## src/rtl/stop_ctrl_if.sv

```systemverilog
// Control/status bundle between the capture path and the stop/trigger controller.
// STOP_CTRL_TRIGCNT_EN adds the trigger-occurrence count input.
interface stop_ctrl_if #(
    parameter int unsigned ADDR_WIDTH    = 10,
    parameter int unsigned HOLDOFF_WIDTH = 16,
    parameter int unsigned NUM_TRIG      = 8
`ifdef STOP_CTRL_TRIGCNT_EN
    ,parameter int unsigned TRIGCNT_WIDTH = 8
`endif
);
    logic                     primed;
    logic [ADDR_WIDTH-1:0]    waddr;
    logic [NUM_TRIG-1:0]      i_trig;
    logic [NUM_TRIG-1:0]      i_trig_mask;
    logic [NUM_TRIG-1:0]      i_trig_pol;
    logic                     i_trig_mode;
    logic                     i_trig_all;
    logic [HOLDOFF_WIDTH-1:0] i_holdoff;
`ifdef STOP_CTRL_TRIGCNT_EN
    logic [TRIGCNT_WIDTH-1:0] i_trig_count;
`endif
    logic                     i_rearm;
    logic                     triggered;
    logic                     stopped;
    logic [ADDR_WIDTH-1:0]    o_trig_addr;
    logic [1:0]               o_state;

    modport master (
        output primed, waddr, i_trig, i_trig_mask, i_trig_pol, i_trig_mode,
               i_trig_all, i_holdoff,
`ifdef STOP_CTRL_TRIGCNT_EN
               i_trig_count,
`endif
               i_rearm,
        input  triggered, stopped, o_trig_addr, o_state
    );

    modport slave (
        input  primed, waddr, i_trig, i_trig_mask, i_trig_pol, i_trig_mode,
               i_trig_all, i_holdoff,
`ifdef STOP_CTRL_TRIGCNT_EN
               i_trig_count,
`endif
               i_rearm,
        output triggered, stopped, o_trig_addr, o_state
    );
endinterface

```

## src/rtl/stop_ctrl.sv

```systemverilog
// Stop/trigger controller: qualifies triggers once primed, runs post-trigger holdoff, then freezes capture.
// STOP_CTRL_TRIGCNT_EN enables triggering on the Nth qualified hit instead of the first.
module stop_ctrl #(
    parameter int unsigned ADDR_WIDTH    = 10,
    parameter int unsigned HOLDOFF_WIDTH = 16,
    parameter int unsigned NUM_TRIG      = 8
`ifdef STOP_CTRL_TRIGCNT_EN
    ,parameter int unsigned TRIGCNT_WIDTH = 8
`endif
) (
    input  logic        clk,
    input  logic        reset,
    stop_ctrl_if.slave  bus
);
    typedef enum logic [1:0] {
        IDLE    = 2'd0,
        ARMED   = 2'd1,
        HOLDOFF = 2'd2,
        STOPPED = 2'd3
    } state_t;

    state_t                   state_q, state_d;
    logic                     triggered_q, triggered_d;
    logic                     stopped_q, stopped_d;
    logic [ADDR_WIDTH-1:0]    trig_addr_q, trig_addr_d;
    logic [HOLDOFF_WIDTH-1:0] hcnt_q, hcnt_d;
    logic [HOLDOFF_WIDTH-1:0] holdoff_q, holdoff_d;
    logic [NUM_TRIG-1:0]      x_q;

    logic [NUM_TRIG-1:0]      x;
    logic [NUM_TRIG-1:0]      hit_ch;
    logic                     hit;
    logic                     fire;

`ifdef STOP_CTRL_TRIGCNT_EN
    localparam int unsigned TCW1 = TRIGCNT_WIDTH + 1;
    logic [TRIGCNT_WIDTH-1:0] tcnt_q, tcnt_d;
    logic [TRIGCNT_WIDTH-1:0] n_eff;
    logic [TCW1-1:0]          tcnt_inc;
    logic [TRIGCNT_WIDTH-1:0] tcnt_sat;
`endif

    // Polarity-corrected channels, optional rising-edge detect, AND/OR combine
    always_comb begin
        x      = bus.i_trig ^ bus.i_trig_pol;
        hit_ch = bus.i_trig_mode ? (x & ~x_q) : x;
        hit    = 1'b0;
        if (bus.i_trig_mask != '0) begin
            if (bus.i_trig_all) hit = &(hit_ch | ~bus.i_trig_mask);
            else                hit = |(hit_ch & bus.i_trig_mask);
        end
    end

`ifdef STOP_CTRL_TRIGCNT_EN
    // Trigger fires on the hit that brings the count up to N (N=0 behaves as 1)
    always_comb begin
        n_eff    = (bus.i_trig_count == '0) ? TRIGCNT_WIDTH'(1) : bus.i_trig_count;
        tcnt_inc = {1'b0, tcnt_q} + TCW1'(1);
        tcnt_sat = (&tcnt_q) ? tcnt_q : tcnt_inc[TRIGCNT_WIDTH-1:0];
        fire     = hit && (tcnt_inc >= {1'b0, n_eff});
    end
`else
    always_comb fire = hit;
`endif

    // Next-state and next-output logic
    always_comb begin
        state_d     = state_q;
        triggered_d = triggered_q;
        stopped_d   = stopped_q;
        trig_addr_d = trig_addr_q;
        hcnt_d      = hcnt_q;
        holdoff_d   = holdoff_q;
`ifdef STOP_CTRL_TRIGCNT_EN
        tcnt_d      = tcnt_q;
`endif
        case (state_q)
            IDLE: begin
`ifdef STOP_CTRL_TRIGCNT_EN
                tcnt_d = '0;
`endif
                if (bus.primed) state_d = ARMED;
            end
            ARMED: begin
                // Losing primed takes priority over a same-cycle hit
                if (!bus.primed) begin
                    state_d = IDLE;
                end else if (fire) begin
                    state_d     = HOLDOFF;
                    triggered_d = 1'b1;
                    trig_addr_d = bus.waddr;
                    hcnt_d      = '0;
                    holdoff_d   = bus.i_holdoff;
`ifdef STOP_CTRL_TRIGCNT_EN
                end else if (hit) begin
                    tcnt_d = tcnt_sat;
`endif
                end
            end
            HOLDOFF: begin
                // Equality is reached before the counter could ever wrap
                if (hcnt_q >= holdoff_q) begin
                    state_d   = STOPPED;
                    stopped_d = 1'b1;
                end else begin
                    hcnt_d = hcnt_q + HOLDOFF_WIDTH'(1);
                end
            end
            STOPPED: begin
                if (bus.i_rearm) begin
                    state_d     = IDLE;
                    triggered_d = 1'b0;
                    stopped_d   = 1'b0;
                end
            end
            default: state_d = IDLE;
        endcase
    end

    // State and datapath registers; edge history runs in every state
    always_ff @(posedge clk) begin
        if (!reset) begin
            state_q     <= IDLE;
            triggered_q <= 1'b0;
            stopped_q   <= 1'b0;
            trig_addr_q <= '0;
            hcnt_q      <= '0;
            holdoff_q   <= '0;
            x_q         <= '0;
`ifdef STOP_CTRL_TRIGCNT_EN
            tcnt_q      <= '0;
`endif
        end else begin
            state_q     <= state_d;
            triggered_q <= triggered_d;
            stopped_q   <= stopped_d;
            trig_addr_q <= trig_addr_d;
            hcnt_q      <= hcnt_d;
            holdoff_q   <= holdoff_d;
            x_q         <= x;
`ifdef STOP_CTRL_TRIGCNT_EN
            tcnt_q      <= tcnt_d;
`endif
        end
    end

    assign bus.triggered   = triggered_q;
    assign bus.stopped     = stopped_q;
    assign bus.o_trig_addr = trig_addr_q;
    assign bus.o_state     = state_q;

endmodule

```

## src/flat_wrapper.sv

```systemverilog
// flat-port wrapper written by rule: the top's interface ports become plain ports
module stop_ctrl_flat 
#(
    parameter int unsigned ADDR_WIDTH    = 10,
    parameter int unsigned HOLDOFF_WIDTH = 16,
    parameter int unsigned NUM_TRIG      = 8

)
  (clk, reset, bus_primed, bus_waddr, bus_i_trig, bus_i_trig_mask, bus_i_trig_pol, bus_i_trig_mode, bus_i_trig_all, bus_i_holdoff, bus_i_rearm, bus_triggered, bus_stopped, bus_o_trig_addr, bus_o_state);
  stop_ctrl_if #(.ADDR_WIDTH(ADDR_WIDTH), .HOLDOFF_WIDTH(HOLDOFF_WIDTH), .NUM_TRIG(NUM_TRIG)) bus_i ();
  input  logic clk;
  input  logic reset;
  input wire logic [$bits(bus_i.primed)-1:0] bus_primed;
  input wire logic [$bits(bus_i.waddr)-1:0] bus_waddr;
  input wire logic [$bits(bus_i.i_trig)-1:0] bus_i_trig;
  input wire logic [$bits(bus_i.i_trig_mask)-1:0] bus_i_trig_mask;
  input wire logic [$bits(bus_i.i_trig_pol)-1:0] bus_i_trig_pol;
  input wire logic [$bits(bus_i.i_trig_mode)-1:0] bus_i_trig_mode;
  input wire logic [$bits(bus_i.i_trig_all)-1:0] bus_i_trig_all;
  input wire logic [$bits(bus_i.i_holdoff)-1:0] bus_i_holdoff;
  input wire logic [$bits(bus_i.i_rearm)-1:0] bus_i_rearm;
  output wire logic [$bits(bus_i.triggered)-1:0] bus_triggered;
  output wire logic [$bits(bus_i.stopped)-1:0] bus_stopped;
  output wire logic [$bits(bus_i.o_trig_addr)-1:0] bus_o_trig_addr;
  output wire logic [$bits(bus_i.o_state)-1:0] bus_o_state;
  assign bus_i.primed = bus_primed;
  assign bus_i.waddr = bus_waddr;
  assign bus_i.i_trig = bus_i_trig;
  assign bus_i.i_trig_mask = bus_i_trig_mask;
  assign bus_i.i_trig_pol = bus_i_trig_pol;
  assign bus_i.i_trig_mode = bus_i_trig_mode;
  assign bus_i.i_trig_all = bus_i_trig_all;
  assign bus_i.i_holdoff = bus_i_holdoff;
  assign bus_i.i_rearm = bus_i_rearm;
  assign bus_triggered = bus_i.triggered;
  assign bus_stopped = bus_i.stopped;
  assign bus_o_trig_addr = bus_i.o_trig_addr;
  assign bus_o_state = bus_i.o_state;
  stop_ctrl #(.ADDR_WIDTH(ADDR_WIDTH), .HOLDOFF_WIDTH(HOLDOFF_WIDTH), .NUM_TRIG(NUM_TRIG)) u_core (.clk(clk), .reset(reset), .bus(bus_i));
endmodule
```

## config.mk

```make
export PLATFORM = sky130hd
export DESIGN_NAME = stop_ctrl_flat
export DESIGN_NICKNAME = d
export VERILOG_FILES = /design/src/rtl/stop_ctrl_if.sv /design/src/rtl/stop_ctrl.sv /design/src/flat_wrapper.sv
export SDC_FILE = /design/constraint.sdc
export NUM_CORES = 1
export LEC_CHECK = 0
export BUFFER_PORTS_ARGS = -buffer_cell sky130_fd_sc_hd__buf_2
export CAP_MARGIN = 20
export CELL_PAD_IN_SITES_DETAIL_PLACEMENT = 0
export CELL_PAD_IN_SITES_GLOBAL_PLACEMENT = 1
export CORE_MARGIN = 5
export CORE_UTILIZATION = 39
export DETAILED_ROUTE_END_ITERATION = 10
export HOLD_SLACK_MARGIN = 0.06
export PLACE_DENSITY_LB_ADDON = 0.1
export SLEW_MARGIN = 20
export SYNTH_ARGS = -nofsm -noshare
export SYNTH_HDL_FRONTEND = slang
export SYNTH_SLANG_ARGS = --single-unit
```

## constraint.sdc

```tcl
create_clock -name clk -period 2.5 [get_ports clk]
set_input_delay 0 -clock clk [delete_from_list [all_inputs] [get_ports clk]]
set_output_delay 0 -clock clk [all_outputs]
set_load 0.02 [all_outputs]
```

==> qor.yml <==
worst_setup_path:
  arrival_ps: 2550
  r2r-start: "u_core.holdoff_q[5]"
  path_class: "reg -> reg"
  required_ps: 2750
  rr_endpoint: "u_core.hcnt_q[10]"
  end_kind: "flip-flop"
  worst-path-max-fanout: 33
  r2r_cells: 9
  r2r_slack_ps: 200
  crit_path_start_kind: "flip-flop"
sta:
  final-hold-violation-count: 0
  fmaxAchievable_mhz: 435
  grt_setup_unrepaired: "false"
  skew_ps: 6.04
  finalSetupViolations: 0
  slew_headroom_pct: 65.6
  finalCriticalPeriod_ps: 2300
  fin_setup_tns_ps: 0
  slew_viol_final: 0
  worstMarginPinSlew_ps: 517
  whs_ps: 74.4
  fin_crit_sh_pct: 92.0
routing:
  drt_pass1_iterations: 4
  wl_per_cell_um: 12.8
  wirelength_um: 7240
  viasPerCell: 4.97
  vias: 2806
  drcViolationCount: 0
  detail-route-antenna-nets: 0
  drt_iter0_drc: 86
pwr:
  fin_total_pwr_uw: 1860
  vdd_ir_drop_max_mv: 0.212
  p_leak_uw: 0.00162
  p_per_area_nw_per_um2: 466
floorplan:
  rows: 31
  die_h_um: 97.0
  ios: 70
  die_area_um2: 9400
  start_util_pct: 40.5
  die_x_um: 97.0
  core_area_um2: 7290
min_path:
  hold_path_end: "u_core.bus.o_state[0]"
  worstHoldStart: "bus_primed"
  hp-class: "in -> reg"
  min_path_cells: 3
cts:
  cts_sinks: 54
  htreeDepth: 2
  post_cts_buffers: 0
  root_buffer: "clkbuf_8"
  cts.clk_slew.worst_paths_ps: 100
  cts_tree: "done"
  cts_buffers: 5
  clockBufferDepth: 2
  clk_latency_ps: 310
cells_and_area:
  final_area_um2: 4000
  synthToLayoutAreaGrowth_pct: 35.4
  fill_cells: 738
  post_route_cells_drive_above_1_share_pct: 23.0
  area.sequential_um2: 1080
  diodes: 0
  utilization_pct: 54.8
  multi_input_area_um2: 1730
  final_nets: 538
yosys:
  yosys.area_share.simple_pct: 23.9
  yosysWarnings: 0
  synth_area_leader_cell: "dfxtp_1"
  yosys.cell_types.count: 40
  synth_edf_count: 0
  synth_top_family_by_area: "simple AND/OR/NAND/NOR gates"
  ys_async_sr_fraction_pct: 0
  synth_area_um2: 2950
  synth_compound_area_share_pct: 15.9
  syn_nets: 424
  synth_top_cell_area_share_pct: 36.6
  synthAdderAreaFrac_pct: 7.21
  muxShareOfSynthArea_pct: 8.82
  synth_cells: 351
  ys_top_cells_by_count: "82 x nand2_1, 54 x dfxtp_1, 26 x mux2i_1"
  seq_area_frac_synth_pct: 36.6
  ys.flop_type: "dfxtp_1"
  yosys.cell_count.top_type: "nand2_1"
  syn_area_per_cell_um2: 8.41
  synth-xor-area-share_pct: 2.37
  ys_seq_elements: 54
  synth_area_leaders: "dfxtp_1 37%, nand2_1 10%, mux2i_1 8.8%, ha_1 7.2%, a21oi_1 2.7%"
placed_design:
  numPortBuffers: 69
  hpwl_um: 5170
  postPlaceCellArea_um2: 3440
  place.gp.congestion: 0.751
global_route:
  grt_overflow: 0
  grt_pass1_vias: 2658
  antenna_found_initial: 0
  grt_pass1_wl_um: 12600
  grt_max_degree: 34
  grt_usage_pct: 15.7
outcome:
  outcome: "completed"
flow_run:
  max-cap-violations: 0
[layout by cell type, fill, tap and decap left out, types with 2 or more instances in the layout]
cell type	instances
mux2i_1	26
ha_1	17
o21ai_1	7
buf_2	69
or4_1	4
a21oi_2	6
dfxtp_1	53
nand2_1	82
nand4_1	8
or3_1	8
o21ai_0	5
a22oi_1	4
a21oi_1	16
a2111oi_4	2
nand3_1	15
o211ai_1	3
dlygate4sd3_1	43
clkbuf_8	5
inv_1	19
clkinvlp_4	2
o31ai_1	8
xor2_1	8
o21a_1	3
buf_4	10
nor2_1	5
nor4_1	2
and3_1	4
and2_1	9
or4_4	4
o22ai_1	2
[cells by family after synthesis]
family	after synthesis
AO/OA/AOI/OAI	65
XOR/XNOR	8
adder cells (fa/ha/maj)	17
buffers and inverters	35
flip-flops	54
multiplexers	26
AND/OR/NAND/NOR	146
[area by class of cell]
class | count | area share [%]
multi-input combinational | 262 | 43.4
inverter | 19 | 1.79
timing repair buffer | 123 | 21.8
clock inverter | 3 | 1.13
clock buffer | 5 | 1.72
tap | 99 | 3.10
sequential | 54 | 27.1
[metrics by stage]
step / cells / setup slack [ps]
2_1_floorplan: 351 / 308
3_3_place_gp: 514 / 253
3_5_place_dp: 514 / 192
4_1_cts: 565 / 160
5_1_grt: 565 / 18.2
6_report: 565 / 201
[routing by layer]
metal,up-vias,GRT usage (%),part of all wire (%)
li1,1463,-,-
met1,1282,21.2,49
met2,57,25.5,45
met3,4,3.38,4.7
met4,0,3.89,0.65
met5,-,0,0
[sequential cells by signal, summed over array words and instances (netlist names), named ones only]
name                    count
u_core.hcnt_q              16
u_core.bus.stopped          1
u_core.bus.o_state          1
u_core.bus.o_trig_addr     10
u_core.x_q                  8
u_core.holdoff_q           16
u_core.bus.triggered        1
[worst max-delay path: stages, from the launching register on]
cell       delay, ps
dfxtp_1          350
inv_1             50
ha_1             300
a21oi_1          150
nor2_1            80
a2111oi_4        320
a2111oi_4        140
buf_12           190
or4_4            510
a21oi_2          140
[report_power, final]
group	switching, uW	leakage [uW]	internal [uW]
clock network	307	0.0000504	298
registers	12.6	0.000439	886
logic	181	0.00114	176
total	501	0.00162	1360
[repair_timing]
item | in CTS | in global routing
endpoints found under the hold margin | 37 | 0
resized for setup | 0 | 2
hold buffers | 43 | 0
setup endpoints to repair | 0 | 4
[how the worst max path moves through the flow]
stage                        start                 to  slack (ps)  depth (start not counted)
2_1_floorplan    u_core.hcnt_q[11]  u_core.hcnt_q[10]         310                          8
3_3_place_gp      u_core.hcnt_q[0]  u_core.hcnt_q[10]         250                          9
3_5_place_dp   u_core.holdoff_q[9]   u_core.hcnt_q[6]         190                          9
4_1_cts        u_core.holdoff_q[9]  u_core.hcnt_q[10]         160                          9
5_1_grt        u_core.holdoff_q[5]   u_core.hcnt_q[4]          20                          9
6_report       u_core.holdoff_q[5]  u_core.hcnt_q[10]         200                          9
No activity file was read; power rests on OpenSTA's default activity.
